--- src/rtl/axi_master_pkg.sv ---
// Shared types and default configuration for the axi_master block.
package axi_master_pkg;

    localparam int unsigned DEF_ADDR_W      = 4;
    localparam int unsigned DEF_DATA_W      = 8;
    localparam int unsigned DEF_TIMEOUT_CYC = 16;

    // Transaction sequencer states: one read path, one write path.
    typedef enum logic [2:0] {
        IDLE  = 3'd0,
        RADDR = 3'd1,
        RDATA = 3'd2,
        WADDR = 3'd3,
        WDATA = 3'd4,
        WRESP = 3'd5
    } state_t;

endpackage

--- src/rtl/axi_master.sv ---
// Single-outstanding AXI-style master: one read or one write at a time.
// Optional watchdog enabled by defining AXI_MASTER_TIMEOUT_EN.
module axi_master
    import axi_master_pkg::*;
#(
    parameter int unsigned ADDR_W      = DEF_ADDR_W,
    parameter int unsigned DATA_W      = DEF_DATA_W,
    parameter int unsigned TIMEOUT_CYC = DEF_TIMEOUT_CYC
) (
    input  logic              clk,
    input  logic              rst,
    // user side
    input  logic              read,
    input  logic              write,
    input  logic [ADDR_W-1:0] address_to_read,
    input  logic [ADDR_W-1:0] address_to_write,
    input  logic [DATA_W-1:0] data_to_write,
    // read address channel
    output logic [ADDR_W-1:0] read_address,
    output logic              AR_VALID,
    input  logic              AR_READY,
    // read data channel
    input  logic [DATA_W-1:0] data_read,
    input  logic              R_VALID,
    output logic              R_READY,
    // write address channel
    output logic [ADDR_W-1:0] write_address,
    output logic              AW_VALID,
    input  logic              AW_READY,
    // write data channel
    output logic [DATA_W-1:0] data_write,
    output logic              W_VALID,
    input  logic              W_READY,
    // write response channel
    input  logic              B_VALID,
    output logic              B_READY,
`ifdef AXI_MASTER_TIMEOUT_EN
    output logic              timeout_err,
`endif
    output logic [DATA_W-1:0] data_being_read
);

    state_t state;

`ifdef AXI_MASTER_TIMEOUT_EN
    localparam int unsigned CNT_W = $clog2(TIMEOUT_CYC + 1);

    logic [CNT_W-1:0] cnt;
    logic             hs_c;

    // Handshake completing on the current edge for whichever channel is active.
    always_comb begin
        hs_c = 1'b0;
        case (state)
            RADDR:   hs_c = AR_READY;
            RDATA:   hs_c = R_VALID;
            WADDR:   hs_c = AW_READY;
            WDATA:   hs_c = W_READY;
            WRESP:   hs_c = B_VALID;
            default: hs_c = 1'b0;
        endcase
    end
`else
    // The limit has no effect when the watchdog is not built.
    logic unused_timeout_cfg;
    assign unused_timeout_cfg = ^(32'(TIMEOUT_CYC));
`endif

    // Sequencer: state plus every channel output, all registered.
    always_ff @(posedge clk or negedge rst) begin
        if (!rst) begin
            state           <= IDLE;
            read_address    <= '0;
            write_address   <= '0;
            data_write      <= '0;
            data_being_read <= '0;
            AR_VALID        <= 1'b0;
            R_READY         <= 1'b0;
            AW_VALID        <= 1'b0;
            W_VALID         <= 1'b0;
            B_READY         <= 1'b0;
`ifdef AXI_MASTER_TIMEOUT_EN
            cnt             <= '0;
            timeout_err     <= 1'b0;
`endif
        end else begin
`ifdef AXI_MASTER_TIMEOUT_EN
            timeout_err <= 1'b0;
            if (state == IDLE || hs_c) begin
                cnt <= '0;
            end else begin
                cnt <= cnt + CNT_W'(1);
            end
`endif
            case (state)
                IDLE: begin
                    // read has priority; a simultaneous write is dropped
                    if (read) begin
                        read_address <= address_to_read;
                        AR_VALID     <= 1'b1;
                        state        <= RADDR;
                    end else if (write) begin
                        write_address <= address_to_write;
                        AW_VALID      <= 1'b1;
                        state         <= WADDR;
                    end
                end
                RADDR: begin
                    if (AR_READY) begin
                        AR_VALID <= 1'b0;
                        R_READY  <= 1'b1;
                        state    <= RDATA;
                    end
                end
                RDATA: begin
                    if (R_VALID) begin
                        data_being_read <= data_read;
                        R_READY         <= 1'b0;
                        state           <= IDLE;
                    end
                end
                WADDR: begin
                    // payload is sampled at the address handshake, not at the strobe
                    if (AW_READY) begin
                        data_write <= data_to_write;
                        AW_VALID   <= 1'b0;
                        W_VALID    <= 1'b1;
                        state      <= WDATA;
                    end
                end
                WDATA: begin
                    if (W_READY) begin
                        W_VALID <= 1'b0;
                        B_READY <= 1'b1;
                        state   <= WRESP;
                    end
                end
                WRESP: begin
                    if (B_VALID) begin
                        B_READY <= 1'b0;
                        state   <= IDLE;
                    end
                end
                default: begin
                    AR_VALID <= 1'b0;
                    R_READY  <= 1'b0;
                    AW_VALID <= 1'b0;
                    W_VALID  <= 1'b0;
                    B_READY  <= 1'b0;
                    state    <= IDLE;
                end
            endcase
`ifdef AXI_MASTER_TIMEOUT_EN
            // a stalled channel is abandoned once it has waited the full limit
            if (state != IDLE && !hs_c && cnt == CNT_W'(TIMEOUT_CYC - 1)) begin
                AR_VALID    <= 1'b0;
                R_READY     <= 1'b0;
                AW_VALID    <= 1'b0;
                W_VALID     <= 1'b0;
                B_READY     <= 1'b0;
                cnt         <= '0;
                timeout_err <= 1'b1;
                state       <= IDLE;
            end
`endif
        end
    end

endmodule

--- config.mk ---
export PLATFORM = sky130hd
export DESIGN_NAME = axi_master
export DESIGN_NICKNAME = d
export VERILOG_FILES = /design/src/rtl/axi_master_pkg.sv /design/src/rtl/axi_master.sv
export SDC_FILE = /design/constraint.sdc
export NUM_CORES = 1
export LEC_CHECK = 0
export ABC_CLOCK_PERIOD_IN_PS = 1400
export BUFFER_PORTS_ARGS = -buffer_cell sky130_fd_sc_hd__buf_2
export CORE_ASPECT_RATIO = 1.25
export CORE_MARGIN = 2
export CORE_UTILIZATION = 41
export DETAILED_ROUTE_END_ITERATION = 10
export PLACE_DENSITY_LB_ADDON = 0.2
export SYNTH_ARGS = -nofsm -noshare
export SYNTH_HDL_FRONTEND = slang
export SYNTH_SLANG_ARGS = --single-unit
export TNS_END_PERCENT = 5
--- constraint.sdc ---
create_clock -name clk -period 1.4 [get_ports clk]
set_input_delay 0.21 -clock clk [delete_from_list [all_inputs] [get_ports clk]]
set_output_delay 0.21 -clock clk [all_outputs]
set_load 0.02 [all_outputs]
== Word-level counts from Yosys, hierarchy flattened ==
Cells that the tools add are included.
Storage, ports and cells
  memories: 0
  logic and storage cells: 70
  input bits: 33
  register bits after elaboration: 32
  latch bits: 0
  bits in writable memories: 0
  bits in read-only memories: 0
Operators by class
  $lt $le $gt $ge: 0
  add/subtract/negate cells: 0
  bitwise operators: 6
  equal/unequal tests: 14
  multipliers: 0
  mux-type cells: 24
  shift operators: 0
  reductions and logical operators: 16
  divide/modulo/power cells: 0
Operator list (number)
  3-bit two-way mux: 7
  4-bit OR reduction: 5
  3-bit case mux with 6 select lines: 1
  2-bit != test (second input constant): 8
  1-bit case mux with 3 select lines: 5
  3-bit AND reduction: 5
  1-bit two-way mux: 11
  3-bit by 2-bit == test with 1-bit output (second input constant): 2
  3-bit == test (second input constant): 2
  1-bit inverter: 6
  2-bit AND reduction: 3
  6-bit AND reduction: 1
  4-bit AND reduction: 1
  3-bit by 1-bit == test with 1-bit output (second input constant): 1
  3-bit zero test: 1
  3-bit != test (second input constant): 1

== Logic depth before layout (Yosys ltp) ==
  depth in word-level cells: 4
  mapped depth: 4
  depth with buffers taken out: 3

== Worst setup path after synthesis ==
Ideal clock, no wire load.
  kind: reg-to-reg
  from: register state[0]
  to: register data_being_read[0]
  library setup time: 125 ps
  cell stages (with the launch flop): 4
  setup slack: 8 ps
  data arrival time: 1268 ps
  data required time: 1275 ps
  clock period less this slack: 1392 ps
  cell sequence: dfrtp_1 or2b_2 nor2_8 mux2_2
On the way
  cells in the longest elaborated chain, start to end: 2
RTL lines
  from (decl): line axi_master.sv:43  | state_t state;
  from (signal assigned): line axi_master.sv:72  | state <= IDLE;
  from (signal assigned): line axi_master.sv:101  | state <= RADDR;
  from (signal assigned): line axi_master.sv:105  | state <= WADDR;
  3-bit by 2-bit == test with 1-bit output: line axi_master.sv:95  | case (state)
  2-bit AND reduction (no source line)
  to (signal assigned): line axi_master.sv:117  | data_being_read <= data_read;
  to (decl): line axi_master.sv:40  | output logic [DATA_W-1:0] data_being_read
No other way between the ends.
A chain may end at the register's enable or synchronous reset.

== Worst setup path in the final report ==
  from: register state[0]
  to: register read_address[0]
On the way
  cells in the longest elaborated chain, start to end: 2
RTL lines
  3-bit zero test: line axi_master.sv:95
  2-bit AND reduction (no source line)
  to (signal assigned): line axi_master.sv:99  | read_address <= address_to_read;
  to (decl): line axi_master.sv:19  | output logic [ADDR_W-1:0] read_address,
No other way between the ends.

==> summary.txt <==
Setup path
  • CP bufs+invs: 2
  • Crit path DAT: 1590 ps
  • Data required time of the worst path: 1570 ps
  • Path type of the worst setup path: flip-flop to flip-flop
  • CP Cell Sequence: buf_6 -> nor4b_4 -> buf_4 -> mux2_2
  • Slowest cell delay on critical path: 410 ps
  • Slowest cell on crit path: dfrtp_1
  • CP startpoint kind: flip-flop
  • Top Family by Delay on Critical Path: flip-flops
  • CP max FO: 8
  • CP endpoint kind: flip-flop
  • R2r setup slk: -20 ps
  • Worst r2r dst: read_address[0]
  • Reg2reg start: state[0]
  • Worst r2r path cells: 4

Floorplanning
  • Num rows: 23
  • Starting Density: 43.01%
  • Die area: 3865 sq um
  • DIE WIDTH: 56.01 um
  • Die Ht: 69.01 um
  • Core area: 3223 sq um
  • I/O Pins: 62

Finish
  • Design Area, Final: 1934 sq um
  • P&R area growth vs syn: 39.53%
  • Final Util: 60.02%
  • Antenna diode instance count: 0
  • Multi-input gate area: 576.8 sq um
  • Fillers: 264
  • Nets: 212
  • Register area: 800.8 sq um
  • Share of cells above drive strength 1: 62.22%

Synthesis
  • Post-synth EDFFs: 0
  • Leading area contributor after synthesis: dfrtp_1
  • Post-synth cell types: 33
  • Syn Nets: 134
  • Synth Cell Area: 1386 sq um
  • Most frequent cell after synthesis: dfrtp_1
  • Synth top area share: 57.76%
  • Synth area leaders: dfrtp_1 58%, mux2_2 19%, a21oi_1 1.8%, nor4b_4 1.7%, nor2_8 1.4%
  • Seq/Total Area, Yosys: 57.76%
  • Commonest cells in the netlist: 32 x dfrtp_1, 24 x mux2_2, 5 x a21oi_1
  • Synthesized instance count: 101
  • Ys flop type: dfrtp_1
  • Register bit total from synthesis: 32
  • Async SR Flop Fraction: 100.0%
  • Syn. warnings: 0
  • Avg Cell Area, Syn: 13.73 sq um

Route
  • Drc violations: 0
  • DR iter-0 viols: 28
  • Routed wire length: 3.049 mm
  • Post-route ant nets: 0
  • Wirelength per Cell: 14.05 um
  • Post-DR vias/cell: 5.097
  • Vias: 1,106
  • First-pass DRT Iterations: 4

Global route
  • Antenna violations before repair: 0
  • Via count of the first global-routing pass: 1,107
  • GRT Overall Usage: 16.57%
  • Gr busiest metal: met2
  • First-pass GRT wire length: 4.919 mm
  • Largest net degree at the start of global routing: 33
  • M1 GR Usage: 17.22%
  • GRT met3 Usage: 5.629%
  • Met2 usage: 29.28%
  • Grt ovf: 0

Timing
  • Setup-failing EPs final: 2
  • Tmin final: 1420 ps
  • Hold Fails Final Rpt: 0
  • Final worst slack: -19.64 ps
  • Slew @ Worst Pin: 394.0 ps
  • Skew final: 7.401 ps
  • Hold Slack: 151.8 ps
  • Slew margin rel.: 73.73%
  • Unrepaired setup endpoints after global routing: true
  • Max Freq: 0.7044 GHz
  • Final slew viol count: 0
  • Tcrit/Tclk final: 101.4%

Worst hold path
  • Hold depth: 2
  • Hold-critical path endpoint: data_write[5]
  • HP Start: data_to_write[5]
  • Hold Crit Class: input port to flip-flop

Placed design
  • Placer Congestion: 0.7517
  • Post-DP HPWL: 2.301 mm
  • Area post-placement: 1782 sq um
  • PortBufs: 61

Power
  • Int Pwr: 0.002867 W
  • Pwr Total: 0.004725 W
  • Leakage Power: 0.9581 nW
  • Seq pwr share: 34.7%
  • Comb power frac: 50.0%
  • Sw Share: 39.32%
  • PwrDens: 2442 nW/um^2
  • Clock power share: 15.2%
  • Peak supply drop: 1558 uV
  • Psw: 0.001857 W

Clocking
  • Clock sinks: 32
  • CTS clk-pin slew, worst paths: 70 ps
  • Clock latency on the worst-skew pair: 290 ps
  • Max H-tree Level: 2
  • Max Root-Sink Buffers: 2
  • CTS buffer count: 5
  • Clock root cell: clkbuf_8
  • CTS tree: yes

Run status
  • Status: finished with violations
  • Violated checks: negative setup slack

Job
  • Max-Cap Viols: 0
## stage by stage
step	setup TNS (ps)	instances	worst slack [ps]
floorplan	0	101	7.661
global placement	0	205	11.77
detailed placement	-279.5	205	-47.43
CTS	-69.40	215	-15.24
global route	-201.3	217	-62.30
finish	-37.02	217	-19.64
## cell families after synthesis
group	Yosys count	synth area share (%)
buf+inv	6	2.527
simple gates	21	11.37
compound gates	18	8.846
flops	32	57.76
mux	24	19.49
## routing by layer
layer,share of wire (%),vias to the layer above,wire length [um]
met5,0,-,0
met4,2.0,0,62
met3,6.7,8,203
met2,53,41,1629
met1,38,533,1153
li1,-,524,-
## timing repair
| action | in CTS | in global routing |
|---|---|---|
| hold endpoints to repair | 32 | 0 |
| hold buffers | 1 | 0 |
| resized for setup | 1 | 7 |
| endpoints found under the setup margin | 12 | 26 |
| buffers inserted | 1 | 2 |
| pin swaps | 0 | 2 |
## layout by cell type (no fill, tap or decap), drive strengths merged, types with 2 or more instances in the layout
master	n
mux2	24
o21ai	2
nor2	3
a21oi	5
buf	73
nor3	2
nor3b	2
inv	3
clkbuf	8
or2b	2
nand2	5
dfrtp	32
nand3	4
## power groups by stage
stage                     registers (W)  logic [W]  clock network, W
final                           0.00164    0.00236          0.000719
after global routing            0.00169    0.00252          0.000785
after CTS                       0.00164    0.00228          0.000756
after detailed placement        0.00166    0.00223                 0
after global placement          0.00164    0.00217                 0
after floorplan                 0.00215   0.000980                 0
## worst max path at each step
stage | startpoint | end | cells after the start
6_report | state[0] | read_address[0] | 4
5_1_grt | state[0] | read_address[0] | 4
4_1_cts | state[1] | read_address[3] | 3
3_5_place_dp | state[1] | data_being_read[0] | 3
3_3_place_gp | state[0] | read_address[0] | 3
2_1_floorplan | state[0] | data_being_read[0] | 3
## final cells by class
cell class	instances	share of cell area (%)
clock buffers	8	4.657
well taps	37	2.393
flip-flops and latches	32	41.40
inverters	3	0.5821
multi-input cells	63	29.82
repair buffers	74	21.15
## worst register-to-register path: stages (launching register included)
cell and delay [ps]:
dfrtp_1 410, buf_6 150, nor4b_4 230, buf_4 180
mux2_2 330
## sequential cells by signal, summed over array words and instances, names as in the netlist
name,count
B_READY,1
AW_VALID,1
write_address,4
state,3
data_write,8
W_VALID,1
data_being_read,8
R_READY,1
read_address,4
AR_VALID,1
(Power assumes the default switching activity.)
